==> src/rtl/sram_arb_if.sv <==
// ---------------------------------------------------------------------------
// sram_arb_if : acquisition write port and host read port of the SRAM arbiter
// rev 1.0
// ---------------------------------------------------------------------------
`default_nettype none

interface sram_arb_if #(
    parameter int RAM_DATA_W = 16,
    parameter int RAM_ADDR_W = 19
);
    logic [RAM_ADDR_W-1:0] acq_waddr;
    logic [RAM_DATA_W-1:0] acq_wdata;
    logic                  acq_wen;
    logic                  acq_busy;
    logic                  host_rreq;
    logic [RAM_ADDR_W-1:0] host_raddr;
    logic                  host_rack;
    logic [RAM_DATA_W-1:0] host_rdata;
    logic                  host_rvalid;
    logic                  wr_ovf;
    logic                  ovf_clr;

    modport slave (
        input  acq_waddr, acq_wdata, acq_wen, acq_busy,
        input  host_rreq, host_raddr, ovf_clr,
        output host_rack, host_rdata, host_rvalid, wr_ovf
    );

    modport master (
        output acq_waddr, acq_wdata, acq_wen, acq_busy,
        output host_rreq, host_raddr, ovf_clr,
        input  host_rack, host_rdata, host_rvalid, wr_ovf
    );
endinterface

`default_nettype wire

==> src/rtl/sram_arb.sv <==
// ---------------------------------------------------------------------------
// sram_arb : write-priority arbiter sharing an async SRAM between acq and host
// rev 1.0
// ---------------------------------------------------------------------------
`default_nettype none

module sram_arb #(
    parameter int RAM_DATA_W = 16,
    parameter int RAM_ADDR_W = 19,
    parameter int WBUF_DEPTH = 4,
    parameter int RD_CYCLES  = 2
) (
    input  wire logic                  clk,
    input  wire logic                  rst_n,
    sram_arb_if.slave                  bus,
    output logic [RAM_ADDR_W-1:0]      ram_addr_o,
    output logic [RAM_DATA_W-1:0]      ram_dout_o,
    output logic                       ram_doe_o,
    input  wire logic [RAM_DATA_W-1:0] ram_din_i,
    output logic                       ram_ce_n_o,
    output logic                       ram_we_n_o,
    output logic                       ram_oe_n_o
);
    localparam int PTR_W = (WBUF_DEPTH > 1) ? $clog2(WBUF_DEPTH) : 1;
    localparam int ENT_W = RAM_ADDR_W + RAM_DATA_W;
    localparam int CNT_W = (RD_CYCLES > 1) ? $clog2(RD_CYCLES) : 1;
    localparam logic [PTR_W:0]   FULL_CNT = (PTR_W+1)'(WBUF_DEPTH);
    localparam logic [CNT_W-1:0] RD_LAST  = CNT_W'(RD_CYCLES - 1);

    typedef enum logic [1:0] {S_IDLE, S_WRITE, S_READ, S_TURN} state_t;

    state_t                  state_q, state_d;
    logic [ENT_W-1:0]        mem_q [WBUF_DEPTH];
    logic [PTR_W-1:0]        wptr_q, rptr_q;
    logic [PTR_W:0]          cnt_q, cnt_d;
    logic [CNT_W-1:0]        rd_cnt_q, rd_cnt_d;
    logic                    ovf_q;
    logic                    ce_n_q, ce_n_d, we_n_q, we_n_d, oe_n_q, oe_n_d;
    logic                    doe_q, doe_d, rack_q, rack_d;
    logic [RAM_ADDR_W-1:0]   addr_q, addr_d;
    logic [RAM_DATA_W-1:0]   dout_q, dout_d;
    logic                    smp_q, rvalid_q;
    logic [RAM_DATA_W-1:0]   din_q, rdata_q;

    logic                    w_empty, w_full, w_push, w_pop, w_drop, w_rd_last;
    logic [ENT_W-1:0]        w_head;

    assign w_empty   = (cnt_q == '0);
    assign w_full    = (cnt_q == FULL_CNT);
    // A full FIFO still accepts a word when the head leaves in the same cycle.
    assign w_push    = bus.acq_wen && (!w_full || w_pop);
    assign w_drop    = bus.acq_wen && w_full && !w_pop;
    assign w_head    = mem_q[rptr_q];
    assign w_rd_last = (state_q == S_READ) && (rd_cnt_q == RD_LAST);

    always_comb begin
        cnt_d = cnt_q;
        case ({w_push, w_pop})
            2'b10:   cnt_d = cnt_q + (PTR_W+1)'(1);
            2'b01:   cnt_d = cnt_q - (PTR_W+1)'(1);
            default: cnt_d = cnt_q;
        endcase
    end

    always_ff @(posedge clk) begin
        if (w_push) mem_q[wptr_q] <= {bus.acq_waddr, bus.acq_wdata};
    end

    // Strobes are computed for the next state and registered alongside it.
    always_comb begin
        state_d  = state_q;
        rd_cnt_d = rd_cnt_q;
        w_pop    = 1'b0;
        ce_n_d   = 1'b1;
        we_n_d   = 1'b1;
        oe_n_d   = 1'b1;
        doe_d    = 1'b0;
        rack_d   = 1'b0;
        addr_d   = addr_q;
        dout_d   = dout_q;
        case (state_q)
            S_IDLE, S_WRITE: begin
                if (!w_empty) begin
                    state_d          = S_WRITE;
                    w_pop            = 1'b1;
                    {addr_d, dout_d} = w_head;
                    ce_n_d           = 1'b0;
                    we_n_d           = 1'b0;
                    doe_d            = 1'b1;
                end else if (state_q == S_IDLE && bus.host_rreq && !bus.acq_busy) begin
                    state_d  = S_READ;
                    addr_d   = bus.host_raddr;
                    rd_cnt_d = '0;
                    ce_n_d   = 1'b0;
                    oe_n_d   = 1'b0;
                    rack_d   = 1'b1;
                end else begin
                    state_d = S_IDLE;
                end
            end
            S_READ: begin
                if (rd_cnt_q == RD_LAST) begin
                    state_d = S_TURN;
                end else begin
                    rd_cnt_d = rd_cnt_q + CNT_W'(1);
                    ce_n_d   = 1'b0;
                    oe_n_d   = 1'b0;
                end
            end
            S_TURN:  state_d = S_IDLE;
            default: state_d = S_IDLE;
        endcase
    end

    always_ff @(posedge clk or negedge rst_n) begin
        if (!rst_n) begin
            state_q  <= S_IDLE;
            wptr_q   <= '0;
            rptr_q   <= '0;
            cnt_q    <= '0;
            rd_cnt_q <= '0;
            ovf_q    <= 1'b0;
            ce_n_q   <= 1'b1;
            we_n_q   <= 1'b1;
            oe_n_q   <= 1'b1;
            doe_q    <= 1'b0;
            rack_q   <= 1'b0;
            addr_q   <= '0;
            dout_q   <= '0;
            smp_q    <= 1'b0;
            din_q    <= '0;
            rvalid_q <= 1'b0;
            rdata_q  <= '0;
        end else begin
            state_q  <= state_d;
            cnt_q    <= cnt_d;
            rd_cnt_q <= rd_cnt_d;
            ce_n_q   <= ce_n_d;
            we_n_q   <= we_n_d;
            oe_n_q   <= oe_n_d;
            doe_q    <= doe_d;
            rack_q   <= rack_d;
            addr_q   <= addr_d;
            dout_q   <= dout_d;
            if (w_push) wptr_q <= wptr_q + PTR_W'(1);
            if (w_pop)  rptr_q <= rptr_q + PTR_W'(1);
            if (w_drop)           ovf_q <= 1'b1;
            else if (bus.ovf_clr) ovf_q <= 1'b0;
            // Read data is captured at the end of the last OE-low clock, then presented.
            smp_q    <= w_rd_last;
            if (w_rd_last) din_q <= ram_din_i;
            rvalid_q <= smp_q;
            if (smp_q) rdata_q <= din_q;
        end
    end

    assign ram_addr_o      = addr_q;
    assign ram_dout_o      = dout_q;
    assign ram_doe_o       = doe_q;
    assign ram_ce_n_o      = ce_n_q;
    assign ram_we_n_o      = we_n_q;
    assign ram_oe_n_o      = oe_n_q;
    assign bus.host_rack   = rack_q;
    assign bus.host_rdata  = rdata_q;
    assign bus.host_rvalid = rvalid_q;
    assign bus.wr_ovf      = ovf_q;

endmodule

`default_nettype wire

==> src/flat_wrapper.sv <==
// flat-port wrapper written by rule: the top's interface ports become plain ports
module sram_arb_flat 
#(
    parameter int RAM_DATA_W = 16,
    parameter int RAM_ADDR_W = 19,
    parameter int WBUF_DEPTH = 4,
    parameter int RD_CYCLES  = 2
)
  (clk, rst_n, ram_addr_o, ram_dout_o, ram_doe_o, ram_din_i, ram_ce_n_o, ram_we_n_o, ram_oe_n_o, bus_acq_waddr, bus_acq_wdata, bus_acq_wen, bus_acq_busy, bus_host_rreq, bus_host_raddr, bus_ovf_clr, bus_host_rack, bus_host_rdata, bus_host_rvalid, bus_wr_ovf);
  sram_arb_if #(.RAM_DATA_W(RAM_DATA_W), .RAM_ADDR_W(RAM_ADDR_W)) bus_i ();
  input  wire logic clk;
  input  wire logic rst_n;
  output logic [RAM_ADDR_W-1:0] ram_addr_o;
  output logic [RAM_DATA_W-1:0] ram_dout_o;
  output logic ram_doe_o;
  input  wire logic [RAM_DATA_W-1:0] ram_din_i;
  output logic ram_ce_n_o;
  output logic ram_we_n_o;
  output logic ram_oe_n_o;
  input wire logic [$bits(bus_i.acq_waddr)-1:0] bus_acq_waddr;
  input wire logic [$bits(bus_i.acq_wdata)-1:0] bus_acq_wdata;
  input wire logic [$bits(bus_i.acq_wen)-1:0] bus_acq_wen;
  input wire logic [$bits(bus_i.acq_busy)-1:0] bus_acq_busy;
  input wire logic [$bits(bus_i.host_rreq)-1:0] bus_host_rreq;
  input wire logic [$bits(bus_i.host_raddr)-1:0] bus_host_raddr;
  input wire logic [$bits(bus_i.ovf_clr)-1:0] bus_ovf_clr;
  output wire logic [$bits(bus_i.host_rack)-1:0] bus_host_rack;
  output wire logic [$bits(bus_i.host_rdata)-1:0] bus_host_rdata;
  output wire logic [$bits(bus_i.host_rvalid)-1:0] bus_host_rvalid;
  output wire logic [$bits(bus_i.wr_ovf)-1:0] bus_wr_ovf;
  assign bus_i.acq_waddr = bus_acq_waddr;
  assign bus_i.acq_wdata = bus_acq_wdata;
  assign bus_i.acq_wen = bus_acq_wen;
  assign bus_i.acq_busy = bus_acq_busy;
  assign bus_i.host_rreq = bus_host_rreq;
  assign bus_i.host_raddr = bus_host_raddr;
  assign bus_i.ovf_clr = bus_ovf_clr;
  assign bus_host_rack = bus_i.host_rack;
  assign bus_host_rdata = bus_i.host_rdata;
  assign bus_host_rvalid = bus_i.host_rvalid;
  assign bus_wr_ovf = bus_i.wr_ovf;
  sram_arb #(.RAM_DATA_W(RAM_DATA_W), .RAM_ADDR_W(RAM_ADDR_W), .WBUF_DEPTH(WBUF_DEPTH), .RD_CYCLES(RD_CYCLES)) u_core (.clk(clk), .rst_n(rst_n), .bus(bus_i), .ram_addr_o(ram_addr_o), .ram_dout_o(ram_dout_o), .ram_doe_o(ram_doe_o), .ram_din_i(ram_din_i), .ram_ce_n_o(ram_ce_n_o), .ram_we_n_o(ram_we_n_o), .ram_oe_n_o(ram_oe_n_o));
endmodule
==> config.mk <==
export PLATFORM = sky130hd
export DESIGN_NAME = sram_arb_flat
export DESIGN_NICKNAME = d
export VERILOG_FILES = /design/src/rtl/sram_arb_if.sv /design/src/rtl/sram_arb.sv /design/src/flat_wrapper.sv
export SDC_FILE = /design/constraint.sdc
export NUM_CORES = 1
export LEC_CHECK = 0
export ABC_CLOCK_PERIOD_IN_PS = 2100
export CORE_MARGIN = 2
export CORE_UTILIZATION = 48
export DETAILED_ROUTE_END_ITERATION = 8
export GPL_TIMING_DRIVEN = 0
export PLACE_DENSITY = 0.79
export SETUP_SLACK_MARGIN = 0.02
export SLEW_MARGIN = 5
export SYNTH_ARGS = -nofsm -noshare
export SYNTH_HDL_FRONTEND = slang
export SYNTH_SLANG_ARGS = --single-unit
==> constraint.sdc <==
create_clock -name clk -period 2.1 [get_ports clk]
set_input_delay 0.315 -clock clk [delete_from_list [all_inputs] [get_ports clk]]
set_output_delay 0.315 -clock clk [all_outputs]
set_load 0.01 [all_outputs]
==> flow_summary.html <==
<table>
<tr><th>Metric</th><th>Value</th></tr>
<tr><th colspan="2">Clocking</th></tr>
<tr><td>Clock tree from TritonCTS</td><td>built</td></tr>
<tr><td>Clock sink total</td><td>225</td></tr>
<tr><td>Source-to-sink clock delay at the later pin of the worst-skew pair</td><td>0.52 ns</td></tr>
<tr><td>Maximum buffer depth of the clock tree</td><td>3</td></tr>
<tr><td>Number of levels in the clock H-tree</td><td>1</td></tr>
<tr><td>Num CTS Buffers</td><td>23</td></tr>
<tr><td>CTS Root Cell</td><td>clkbuf_16</td></tr>
<tr><td>Post-CTS clock slew at the launch and capture registers of the worst setup and hold paths</td><td>0.06 ns</td></tr>
<tr><th colspan="2">Timing</th></tr>
<tr><td>RSZ-0062 raised after global routing</td><td>true</td></tr>
<tr><td>Rel. slew slack</td><td>58.91%</td></tr>
<tr><td>Post-route clock skew</td><td>0.01316 ns</td></tr>
<tr><td>Hold Slack</td><td>0.2807 ns</td></tr>
<tr><td>Final number of setup-violating endpoints</td><td>0</td></tr>
<tr><td>Number of hold violations in the final report</td><td>0</td></tr>
<tr><td>Total Negative Setup Slacks</td><td>0 ns</td></tr>
<tr><td>Transition time of the tightest slew-check pin</td><td>0.6164 ns</td></tr>
<tr><td>Period minus WS final</td><td>2.077 ns</td></tr>
<tr><td>Achievable clock frequency</td><td>0.4814 GHz</td></tr>
<tr><td>Crit share post-route</td><td>98.92%</td></tr>
<tr><td>Final slew viol count</td><td>0</td></tr>
<tr><th colspan="2">Floorplan</th></tr>
<tr><td>Number of primary I/O pins</td><td>134</td></tr>
<tr><td>Initial cell density of the core</td><td>49.19%</td></tr>
<tr><td>Die Footprint</td><td>18810 sq um</td></tr>
<tr><td>Floorplan die height</td><td>137.1 um</td></tr>
<tr><td>Core area</td><td>17300 sq um</td></tr>
<tr><td>Die outline width</td><td>137.1 um</td></tr>
<tr><td>Row Count</td><td>48</td></tr>
<tr><th colspan="2">Pwr</th></tr>
<tr><td>Max VDD drop</td><td>797.4 uV</td></tr>
<tr><td>Leakage</td><td>4.210 nW</td></tr>
<tr><td>Post-route total power</td><td>0.01503 W</td></tr>
<tr><td>Power density over cell area</td><td>1352 nW/um^2</td></tr>
<tr><th colspan="2">Yosys</th></tr>
<tr><td>Area fraction in compound gates after synthesis</td><td>2.750%</td></tr>
<tr><td>Fraction of registers with async set/reset</td><td>37.78%</td></tr>
<tr><td>Biggest area consumer among synthesized cells</td><td>edfxtp_1</td></tr>
<tr><td>Combined area of all synthesized cells</td><td>8508 sq um</td></tr>
<tr><td>Cell with the most instances after synthesis</td><td>edfxtp_1</td></tr>
<tr><td>Flops &amp; latches, synth</td><td>225</td></tr>
<tr><td>Synth Flop Type</td><td>edfxtp_1</td></tr>
<tr><td>Area share of the largest cell type after synthesis</td><td>49.41%</td></tr>
<tr><td>Number of enable-type register cells in the synthesized netlist</td><td>140</td></tr>
<tr><td>Simple-gate area share of the yosys netlist</td><td>2.735%</td></tr>
<tr><td>Top post-synthesis cells by count</td><td>edfxtp_1, dfrtp_1, mux2_2, mux4_2</td></tr>
<tr><td>Post-synthesis cell count</td><td>417</td></tr>
<tr><td>Synthesized-area fraction occupied by adder cells</td><td>0.9706%</td></tr>
<tr><td>Part of the Yosys area used for sequential elements</td><td>74.46%</td></tr>
<tr><td>Main combinational cell family by area after synthesis</td><td>multiplexers</td></tr>
<tr><td>Mapped Nets</td><td>499</td></tr>
<tr><td>Parity-gate share of the synthesized area counting xor and xnor cells</td><td>0.6176%</td></tr>
<tr><td>Dominant cells by area after synthesis</td><td>edfxtp_1, dfrtp_1, mux4_2</td></tr>
<tr><td>Multiplexer area fraction after synthesis</td><td>16.22%</td></tr>
<tr><td>Synthesis warning total</td><td>0</td></tr>
<tr><td>Number of library cell types mapped by synthesis</td><td>39</td></tr>
<tr><td>Post-synthesis area per instance</td><td>20.40 sq um</td></tr>
<tr><th colspan="2">Drt</th></tr>
<tr><td>Vias per std cell</td><td>5.313</td></tr>
<tr><td>Detailed-route wire length</td><td>16.96 mm</td></tr>
<tr><td>Drt first pass iters</td><td>6</td></tr>
<tr><td>Iteration-0 DRC count of the detailed router</td><td>227</td></tr>
<tr><td>Routed length per placed instance</td><td>20.23 um</td></tr>
<tr><td>Number of nets still failing antenna checks after routing</td><td>0</td></tr>
<tr><td>DR DRC count</td><td>0</td></tr>
<tr><td>Routed vias</td><td>4452</td></tr>
<tr><th colspan="2">Placed design</th></tr>
<tr><td>HPWL after detailed placement</td><td>10.89 mm</td></tr>
<tr><td>Number of port buffers</td><td>133</td></tr>
<tr><td>Weighted congestion reported at the end of routability-driven placement</td><td>0.7627</td></tr>
<tr><th colspan="2">Worst setup path</th></tr>
<tr><td>Critical Path End Type</td><td>flip-flop</td></tr>
<tr><td>Path type of the worst setup path</td><td>reg2reg</td></tr>
<tr><td>Data required time at the worst endpoint</td><td>2.49 ns</td></tr>
<tr><td>Worst-path fanout max</td><td>7</td></tr>
<tr><td>Kind of start point of the critical path</td><td>flip-flop</td></tr>
<tr><td>Critical path arrival</td><td>2.47 ns</td></tr>
<tr><th colspan="2">Global routing</th></tr>
<tr><td>Global-route wire length before repair</td><td>26.37 mm</td></tr>
<tr><td>Number of global-route vias before repair</td><td>4861</td></tr>
<tr><td>Total track usage</td><td>18.54%</td></tr>
<tr><td>Largest net degree at the start of global routing</td><td>56</td></tr>
<tr><td>Total overflow reported by the global router</td><td>0</td></tr>
<tr><td>Initial antenna violation count</td><td>2</td></tr>
<tr><th colspan="2">Min path</th></tr>
<tr><td>Path class of the lowest-slack min-delay path</td><td>in2async</td></tr>
<tr><th colspan="2">Finish</th></tr>
<tr><td>Sequential standard cell area</td><td>6337 sq um</td></tr>
<tr><td>Net total in the final layout</td><td>676</td></tr>
<tr><td>Multi-input combinational cell area</td><td>2024 sq um</td></tr>
<tr><td>Synthesis-to-layout area growth</td><td>30.62%</td></tr>
<tr><td>Share of final-layout standard cells stronger than drive strength 1</td><td>27.00%</td></tr>
<tr><td>Fill cells</td><td>1180</td></tr>
<tr><th colspan="2">Run</th></tr>
<tr><td>Number of violations of the max-capacitance limit</td><td>0</td></tr>
<tr><th colspan="2">Run status</th></tr>
<tr><td>Outcome</td><td>finished, final reports clean</td></tr>
</table>
-- power breakdown --
group / switching (W) / total, W / internal (W)
combinational: 0.00202 / 0.00471 / 0.00270
sequential: 0.000440 / 0.00633 / 0.00589
clock: 0.00163 / 0.00398 / 0.00235
total: 0.00409 / 0.0150 / 0.0109
-- flip-flops by register name (all words and copies together) (netlist names) --
signal	count
u_core.smp_q	1
u_core.rptr_q	2
u_core.state_q	2
u_core.ram_doe_o	1
u_core.bus.host_rack	1
u_core.ram_dout_o	16
u_core.wptr_q	2
u_core.ram_oe_n_o	1
u_core.rd_cnt_q	1
u_core.cnt_q	3
u_core.din_q	16
u_core.bus.host_rvalid	1
u_core.ram_addr_o	19
u_core.ram_ce_n_o	1
u_core.bus.wr_ovf	1
u_core.bus.host_rdata	16
u_core.ram_we_n_o	1
u_core.mem_q	140
-- final timing paths --
path                                 start                  endpoint  slack (ns)  cells past startpoint
setup / recovery           u_core.cnt_q[2]           u_core.cnt_q[2]        0.02                     10
hold / removal                       rst_n  u_core.bus.host_rdata[6]        0.28                      2
setup reg to reg           u_core.cnt_q[2]           u_core.cnt_q[2]        0.02                     10
hold reg to reg               u_core.smp_q    u_core.bus.host_rvalid        0.37                      0
max in group asynchronous            rst_n         u_core.ram_we_n_o        1.17                      3
min in group clk              u_core.smp_q    u_core.bus.host_rvalid        0.37                      0
-- kinds of logic (layout without fill, tap and decap cells) --
logic type,after synthesis,count (layout)
flops,225,225
mux,85,85
simple gates,37,37
buf+inv,32,226
compound gates,26,26
fa+ha+maj,6,6
xor+xnor,6,6
other cells,0,2
-- layout make-up --
class | count | share of cell area, %
multi-input cells | 160 | 18.22
clock buffers | 35 | 6.068
repair buffers | 152 | 13.44
clock inverters | 7 | 0.6755
diodes | 2 | 0.04503
inverters | 12 | 0.5404
flip-flops and latches | 225 | 57.03
well taps | 225 | 2.533
plain buffers | 20 | 1.452
-- through the flow --
stage / worst slack [ns] / cells / utilization [%] / instance area, sq um
floorplan: 0.02560 / 417 / - / 8513
global placement: -2.399 / 775 / 58.54 / 10130
detailed placement: -0.5472 / 776 / 58.69 / 10150
CTS: -0.1989 / 822 / 63.30 / 10950
global route: -0.03724 / 836 / 64.22 / 11110
finish: 0.02262 / 838 / 64.25 / 11110
-- critical path: stages (launching register included) --
cell and delay [ns]:
dfrtp_2 0.42, or3_4 0.42, nand2_4 0.13, clkinv_8 0.06, buf_12 0.13, ha_4 0.16, inv_2 0.05, fa_2 0.19
xor2_1 0.15, nor2_1 0.08, xor2_1 0.16
-- cells in the final DEF (no fill, tap or decap), types with 5 or more instances in the layout --
cell type	netlist	final
a221o_1	19	19
and3_1	19	19
buf_2	8	7
buf_4	1	19
clkbuf_1	6	12
clkbuf_16	0	23
clkbuf_8	1	6
clkdlybuf4s50_1	0	132
clkinv_2	0	5
dfrtp_1	82	80
edfxtp_1	140	140
inv_1	11	9
mux2_2	49	49
mux4_1	8	8
mux4_2	27	27
-- routing by layer --
metal  GRT usage [%]  share of wire, %
met5               0                 0
met4           4.066               1.8
met3           5.778               8.2
met2           31.73                50
met1           23.32                40
-- what timing repair did --
item,4_1_cts,5_1_grt
pin swaps,2,7
hold buffers,1,0
setup endpoints to repair,142,142
endpoints found under the hold margin,30,0
resized for setup,7,16
buffers inserted,3,14
(Power assumes the default switching activity.)
